===== src/rtl/pwl_frame_seq_if.sv =====
// Beat-stream handshake between the code producer and pwl_frame_seq.
interface pwl_frame_seq_if #(
    parameter int unsigned LANES  = 4,
    parameter int unsigned CODE_W = 6
);
    logic                      s_valid;
    logic                      s_ready;
    logic [LANES*CODE_W-1:0]   s_code;
    logic                      s_last;

    modport master (output s_valid, output s_code, output s_last, input  s_ready);
    modport slave  (input  s_valid, input  s_code, input  s_last, output s_ready);
endinterface


===== src/rtl/pwl_frame_seq.sv =====
// Frame sequencer: collects code beats into ping-pong buffers, launches frames into the
// up-PWL datapath and tags results. Define PWL_FRAME_SEQ_CNT_EN for status counters.
module pwl_frame_seq #(
    parameter int unsigned       LANES    = 4,
    parameter int unsigned       SAMPLES  = 8,
    parameter int unsigned       CODE_W   = 6,
    parameter int unsigned       PIPE_LAT = 2,
    parameter int unsigned       TAG_W    = 4,
    parameter logic [CODE_W-1:0] PAD_CODE = 6'h20
) (
    input  logic                              clk,
    input  logic                              rst,
    pwl_frame_seq_if.slave                    s,
    input  logic                              run,
    input  logic                              flush,
    output logic [LANES*SAMPLES*CODE_W-1:0]   pwl_x,
    output logic                              dp_rstb,
    output logic                              launch,
    output logic                              out_valid,
    output logic [TAG_W-1:0]                  out_tag,
    output logic                              err_short,
    output logic                              err_long
`ifdef PWL_FRAME_SEQ_CNT_EN
    ,
    output logic [15:0]                       frames_launched,
    output logic [7:0]                        err_count
`endif
);
    localparam int unsigned BEAT_W = LANES * CODE_W;
    localparam int unsigned IDX_W  = (SAMPLES > 1) ? $clog2(SAMPLES) : 1;

    typedef enum logic {L_IDLE, L_ISSUE} lstate_t;

    lstate_t                       state_q, state_d;
    logic [BEAT_W-1:0]             buf_q [2][SAMPLES];
    logic [1:0]                    full_q;
    logic                          fill_sel;
    logic                          rd_sel;
    logic [IDX_W-1:0]              idx_q;
    logic [TAG_W-1:0]              next_tag;
    logic [TAG_W-1:0]              launch_tag;
    logic [PIPE_LAT-1:0]           pipe_v;
    logic [TAG_W-1:0]              pipe_tag [PIPE_LAT];
    logic [LANES*SAMPLES*CODE_W-1:0] frame_packed;
    logic                          accept;
    logic                          at_end;
    logic                          close;
    logic                          short_d;
    logic                          long_d;
    logic                          issue;

    assign s.s_ready = !rst && !flush && !full_q[fill_sel];
    assign accept    = s.s_valid && s.s_ready;
    assign at_end    = (idx_q == IDX_W'(SAMPLES - 1));
    assign close     = accept && (s.s_last || at_end);
    assign short_d   = close && s.s_last && !at_end;
    assign long_d    = close && !s.s_last;

    // Launch FSM
    always_ff @(posedge clk) begin
        if (rst) state_q <= L_IDLE;
        else     state_q <= state_d;
    end

    always_comb begin
        state_d = state_q;
        if (flush) begin
            state_d = L_IDLE;
        end else begin
            case (state_q)
                L_IDLE:  if (run && full_q[rd_sel]) state_d = L_ISSUE;
                L_ISSUE: state_d = L_IDLE;
                default: state_d = L_IDLE;
            endcase
        end
    end

    always_comb begin
        issue = (state_q == L_ISSUE) && !flush;
    end

    // Beat storage; a short frame pads every slot after the closing beat.
    always_ff @(posedge clk) begin
        if (accept) begin
            for (int unsigned k = 0; k < SAMPLES; k++) begin
                if (IDX_W'(k) == idx_q)
                    buf_q[fill_sel][k] <= s.s_code;
                else if (s.s_last && (IDX_W'(k) > idx_q))
                    buf_q[fill_sel][k] <= {LANES{PAD_CODE}};
            end
        end
    end

    // Reorder sample-major buffer storage into the lane-major datapath layout.
    always_comb begin
        frame_packed = '0;
        for (int unsigned l = 0; l < LANES; l++) begin
            for (int unsigned k = 0; k < SAMPLES; k++) begin
                frame_packed[(l*SAMPLES+k)*CODE_W +: CODE_W] = buf_q[rd_sel][k][l*CODE_W +: CODE_W];
            end
        end
    end

    always_ff @(posedge clk) begin
        if (rst) begin
            full_q     <= '0;
            fill_sel   <= 1'b0;
            rd_sel     <= 1'b0;
            idx_q      <= '0;
            pwl_x      <= '0;
            launch     <= 1'b0;
            next_tag   <= '0;
            launch_tag <= '0;
            err_short  <= 1'b0;
            err_long   <= 1'b0;
            dp_rstb    <= 1'b0;
        end else begin
            dp_rstb   <= !flush;
            launch    <= issue;
            err_short <= short_d;
            err_long  <= long_d;
            if (flush) begin
                full_q   <= '0;
                fill_sel <= 1'b0;
                rd_sel   <= 1'b0;
                idx_q    <= '0;
            end else begin
                if (accept) idx_q <= close ? '0 : idx_q + IDX_W'(1);
                if (close) begin
                    full_q[fill_sel] <= 1'b1;
                    fill_sel         <= ~fill_sel;
                end
                if (issue) begin
                    full_q[rd_sel] <= 1'b0;
                    rd_sel         <= ~rd_sel;
                    pwl_x          <= frame_packed;
                    launch_tag     <= next_tag;
                    next_tag       <= next_tag + TAG_W'(1);
                end
            end
        end
    end

    // Result tracking: stage 0 captures the launch register, so depth PIPE_LAT lines up.
    always_ff @(posedge clk) begin
        if (rst || flush) begin
            pipe_v <= '0;
            for (int unsigned i = 0; i < PIPE_LAT; i++) pipe_tag[i] <= '0;
        end else begin
            pipe_v[0]   <= launch;
            pipe_tag[0] <= launch_tag;
            for (int unsigned i = 1; i < PIPE_LAT; i++) begin
                pipe_v[i]   <= pipe_v[i-1];
                pipe_tag[i] <= pipe_tag[i-1];
            end
        end
    end

    assign out_valid = pipe_v[PIPE_LAT-1];
    assign out_tag   = pipe_tag[PIPE_LAT-1];

`ifdef PWL_FRAME_SEQ_CNT_EN
    always_ff @(posedge clk) begin
        if (rst) begin
            frames_launched <= '0;
            err_count       <= '0;
        end else begin
            if (issue) frames_launched <= frames_launched + 16'd1;
            if ((short_d || long_d) && (err_count != 8'hFF)) err_count <= err_count + 8'd1;
        end
    end
`endif
endmodule

===== src/flat_wrapper.sv =====
// flat-port wrapper written by rule: the top's interface ports become plain ports
module pwl_frame_seq_flat 
#(
    parameter int unsigned       LANES    = 4,
    parameter int unsigned       SAMPLES  = 8,
    parameter int unsigned       CODE_W   = 6,
    parameter int unsigned       PIPE_LAT = 2,
    parameter int unsigned       TAG_W    = 4,
    parameter logic [CODE_W-1:0] PAD_CODE = 6'h20
)
  (clk, rst, run, flush, pwl_x, dp_rstb, launch, out_valid, out_tag, err_short, err_long, s_s_valid, s_s_code, s_s_last, s_s_ready);
  pwl_frame_seq_if #(.LANES(LANES), .CODE_W(CODE_W)) s_i ();
  input  logic clk;
  input  logic rst;
  input  logic run;
  input  logic flush;
  output logic [LANES*SAMPLES*CODE_W-1:0] pwl_x;
  output logic dp_rstb;
  output logic launch;
  output logic out_valid;
  output logic [TAG_W-1:0] out_tag;
  output logic err_short;
  output logic err_long;
  input wire logic [$bits(s_i.s_valid)-1:0] s_s_valid;
  input wire logic [$bits(s_i.s_code)-1:0] s_s_code;
  input wire logic [$bits(s_i.s_last)-1:0] s_s_last;
  output wire logic [$bits(s_i.s_ready)-1:0] s_s_ready;
  assign s_i.s_valid = s_s_valid;
  assign s_i.s_code = s_s_code;
  assign s_i.s_last = s_s_last;
  assign s_s_ready = s_i.s_ready;
  pwl_frame_seq #(.LANES(LANES), .SAMPLES(SAMPLES), .CODE_W(CODE_W), .PIPE_LAT(PIPE_LAT), .TAG_W(TAG_W), .PAD_CODE(PAD_CODE)) u_core (.clk(clk), .rst(rst), .s(s_i), .run(run), .flush(flush), .pwl_x(pwl_x), .dp_rstb(dp_rstb), .launch(launch), .out_valid(out_valid), .out_tag(out_tag), .err_short(err_short), .err_long(err_long));
endmodule

===== config.mk =====
export PLATFORM = sky130hd
export DESIGN_NAME = pwl_frame_seq_flat
export DESIGN_NICKNAME = d
export VERILOG_FILES = /design/src/rtl/pwl_frame_seq_if.sv /design/src/rtl/pwl_frame_seq.sv /design/src/flat_wrapper.sv
export SDC_FILE = /design/constraint.sdc
export NUM_CORES = 1
export LEC_CHECK = 0
export ABC_AREA = 0
export BUFFER_PORTS_ARGS = -buffer_cell sky130_fd_sc_hd__buf_4
export CAP_MARGIN = 5
export CORE_MARGIN = 5
export CORE_UTILIZATION = 30
export DETAILED_ROUTE_END_ITERATION = 6
export GPL_TIMING_DRIVEN = 0
export PLACE_DENSITY = 0.57
export SLEW_MARGIN = 40
export SYNTH_ARGS = -nofsm -noshare
export SYNTH_HDL_FRONTEND = slang
export SYNTH_SLANG_ARGS = --single-unit

===== constraint.sdc =====
create_clock -name clk -period 4.9 [get_ports clk]
set_input_delay 0.98 -clock clk [delete_from_list [all_inputs] [get_ports clk]]
set_output_delay 0.98 -clock clk [all_outputs]
set_load 0.05 [all_outputs]

==> results.cfg <==
[clocking]
clock_path_buffers = 3
ctsHoldBuffers = 0
cts.repair.resized = 0
cts_buffers = 61
cts.clk_slew.worst_paths_ns = 0.06
cts_sinks = 606
clkLatencyLatePin_ns = 0.62
cts-htree-levels = 2
cts_tree = built
clockRootBuffer = clkbuf_16
cts_setup_buffers = 0

[floorplanning]
die_w_microns = 285
die_area_sq_um = 81000
coreArea_sq_um = 74600
rows = 100
die_height_microns = 285
io_pins = 232
initial_core_util_pct = 30.4

[yosys]
ys.flop_type = edfxtp_1
synth-edff-count = 384
ys_async_sr_fraction_pct = 0
syn_area_sq_um = 22600
synth.yosys.seq_area_share_pct = 70.6
syn_area_per_cell_sq_um = 14.0
synth_warnings = 0
synth_nets = 1648
synth_seq_cells = 606
syn_inst = 1613
ys_types = 50

[layout]
nets = 1976
fill_cells = 7135
area_growth_pct = 24.4
final_cell_area_sq_um = 28200
layout-drive-gt1-share_pct = 23.6

[setup_path]
cp.arrival_ns = 2.16
start_kind = input port
required_ns = 3.92
worstSetupPathType = in -> out
worst_setup_path_end_kind = output port
cp_max_fo = 8

[placed_design]
place_area_sq_um = 26100
dp_hpwl_microns = 47200
portBuffers = 230
gp_congestion = 0.807

[drt]
remaining_drc_errors = 0
drtPass1Iterations = 5
routedWlPerCell_microns = 22.9
finalWirelength_microns = 67900
vias = 14052
vias_per_cell = 4.74
ant_nets = 0
drtIter0Drc = 1026

[timing]
tightestPinTransition_ns = 0.854
skew_ns = 0.0167
hold_viol = 0
final-setup-viol-count = 0
period_minus_slack_ns = 3.14
fmax_mhz = 318
slew_headroom_pct = 43.1
rsz0062_at_grt = false
fin_crit_sh_pct = 64.1
slew_viol_final = 0

[run]
cap_violations = 0

[global_route]
globalRouteTotalUtil_pct = 16.2
grt_pass1_wl_microns = 97000
gr-total-overflow = 0
antenna_found_initial = 24
grt_pass1_vias = 14561
grt_max_degree = 26

[power]
vdd_ir_drop_max_uv = 297
power_density_nw_per_um2 = 375
power.total_uw = 10600
p_leak_uw = 0.00946

[run_status]
status = finished clean

[worst_hold_path]
min_path_type = reg -> reg
-- placed cells by master, fill, tap and decap left out, types with 6 or more instances in the layout --
cell type  count
buf_4        243
nand2b_1      21
dfxtp_1      222
nor2b_1       23
clkbuf_2       8
clkbuf_16     62
nand2_1       18
buf_16         7
clkbuf_8      15
a21oi_1       10
o21a_1        20
clkinv_1       8
inv_1          6
nor2_4        11
clkbuf_1      71
buf_2         61
clkinv_2       8
mux2i_1      196
and2_4        20
and2_1       110
nor2_1       200
edfxtp_1     384
a211oi_1     193
-- stage by stage --
step	cells	setup WS (ns)	TNS, ns	hold WS, ns	util, %
floorplan	1613	0.282	0	0.406	-
global placement	2812	-3.17	-163.59	0.420	34.3
detailed placement	2847	1.20	0	0.422	35.0
CTS	2963	1.81	0	0.437	37.8
global route	2963	1.68	0	0.448	37.8
finish	2964	1.76	0	0.431	37.8
-- metal layers --
metal / global-route usage, % / share of wire, % / vias to the layer above
li1: - / - / 6584
met5: 0 / 0.040 / -
met2: 28.6 / 51 / 376
met1: 20.0 / 40 / 6979
met3: 3.69 / 6.8 / 109
met4: 4.21 / 2.5 / 4
-- power breakdown --
part | internal, uW | total [uW] | switching, uW
Clock | 2770 | 4720 | 1950
Combinational | 113 | 365 | 252
Sequential | 5480 | 5490 | 11.5
Total | 8360 | 10600 | 2210
-- worst max-delay path, cell delays in order --
cell and delay [ns]:
buf_4 0.14, or2_1 0.22, buf_2 0.17, nor2_1 0.36, buf_4 0.29
-- area by class of cell --
class | instances | area, sq um | area share (%)
multi-input combinational | 881 | 6210 | 22.0
buffer | 120 | 556 | 1.97
clock buffer | 90 | 1810 | 6.42
sequential | 606 | 16000 | 56.7
inverter | 6 | 22.5 | 0.0800
timing repair buffer | 265 | 2120 | 7.53
antenna | 1 | 2.50 | 0.00889
clock inverter | 26 | 258 | 0.915
tap | 969 | 1210 | 4.31
-- cells by family (layout without fill, tap and decap cells) --
group | count (synthesis) | count (layout) | synth area share (%)
multiplexers | 197 | 197 | 8.73
other | 0 | 1 | 0
buffers and inverters | 126 | 507 | 2.53
flip-flops | 606 | 606 | 70.6
AND/OR/NAND/NOR | 434 | 434 | 9.88
adder cells (fa/ha/maj) | 5 | 5 | 0.276
XOR/XNOR | 3 | 3 | 0.116
AO/OA/AOI/OAI | 242 | 242 | 7.89
-- synth_stat cells, drive strengths merged (2+ instances only) --
master / instances / area (sq um)
buf: 54 / 300
edfxtp: 384 / 11500
mux2i: 196 / 1960
nand2: 18 / 67.6
nor2b: 23 / 144
dfxtp: 222 / 4440
xnor2: 2 / 17.5
a21oi: 10 / 50.1
nand3: 2 / 10.0
o21ai: 5 / 25.0
or2: 6 / 37.5
nor3: 2 / 10.0
clkbuf: 66 / 249
nor4: 2 / 12.5
nand2b: 21 / 131
ha: 5 / 62.6
and2: 130 / 863
or2b: 4 / 30.0
or3: 2 / 12.5
inv: 6 / 22.5
o21a: 20 / 150
nand3b: 2 / 15.0
o21bai: 4 / 30.0
nor2: 211 / 792
nor4b: 4 / 50.1
nand4: 2 / 12.5
a211oi: 193 / 1450
a22oi: 2 / 15.0
-- path summary, 6_finish.rpt --
| path | start | endpoint | slack, ns | cells after the start |
|---|---|---|---|---|
| hold / removal | u_core.pipe_v[0]$_SDFF_PP0_ | u_core.pipe_v[1]$_SDFF_PP0_ | 0.43 | 1 |
| setup reg to reg | u_core.idx_q[0]$_SDFFE_PP0P_ | u_core.buf_q[1][36]$_DFFE_PP_ | 2.14 | 7 |
| hold reg to reg | u_core.pipe_v[0]$_SDFF_PP0_ | u_core.pipe_v[1]$_SDFF_PP0_ | 0.43 | 1 |
| setup / recovery | flush | s_s_ready | 1.76 | 5 |
-- state kept, by name, indices dropped and copies added, names as in the netlist, 2 cells and up --
name	cells
u_core.buf_q	384
u_core.launch_tag	4
u_core.pipe_tag	8
u_core.pwl_x	192
u_core.full_q	2
u_core.pipe_v	2
u_core.idx_q	3
u_core.next_tag	4
Note: power is estimated with default switching activity, not from simulation.
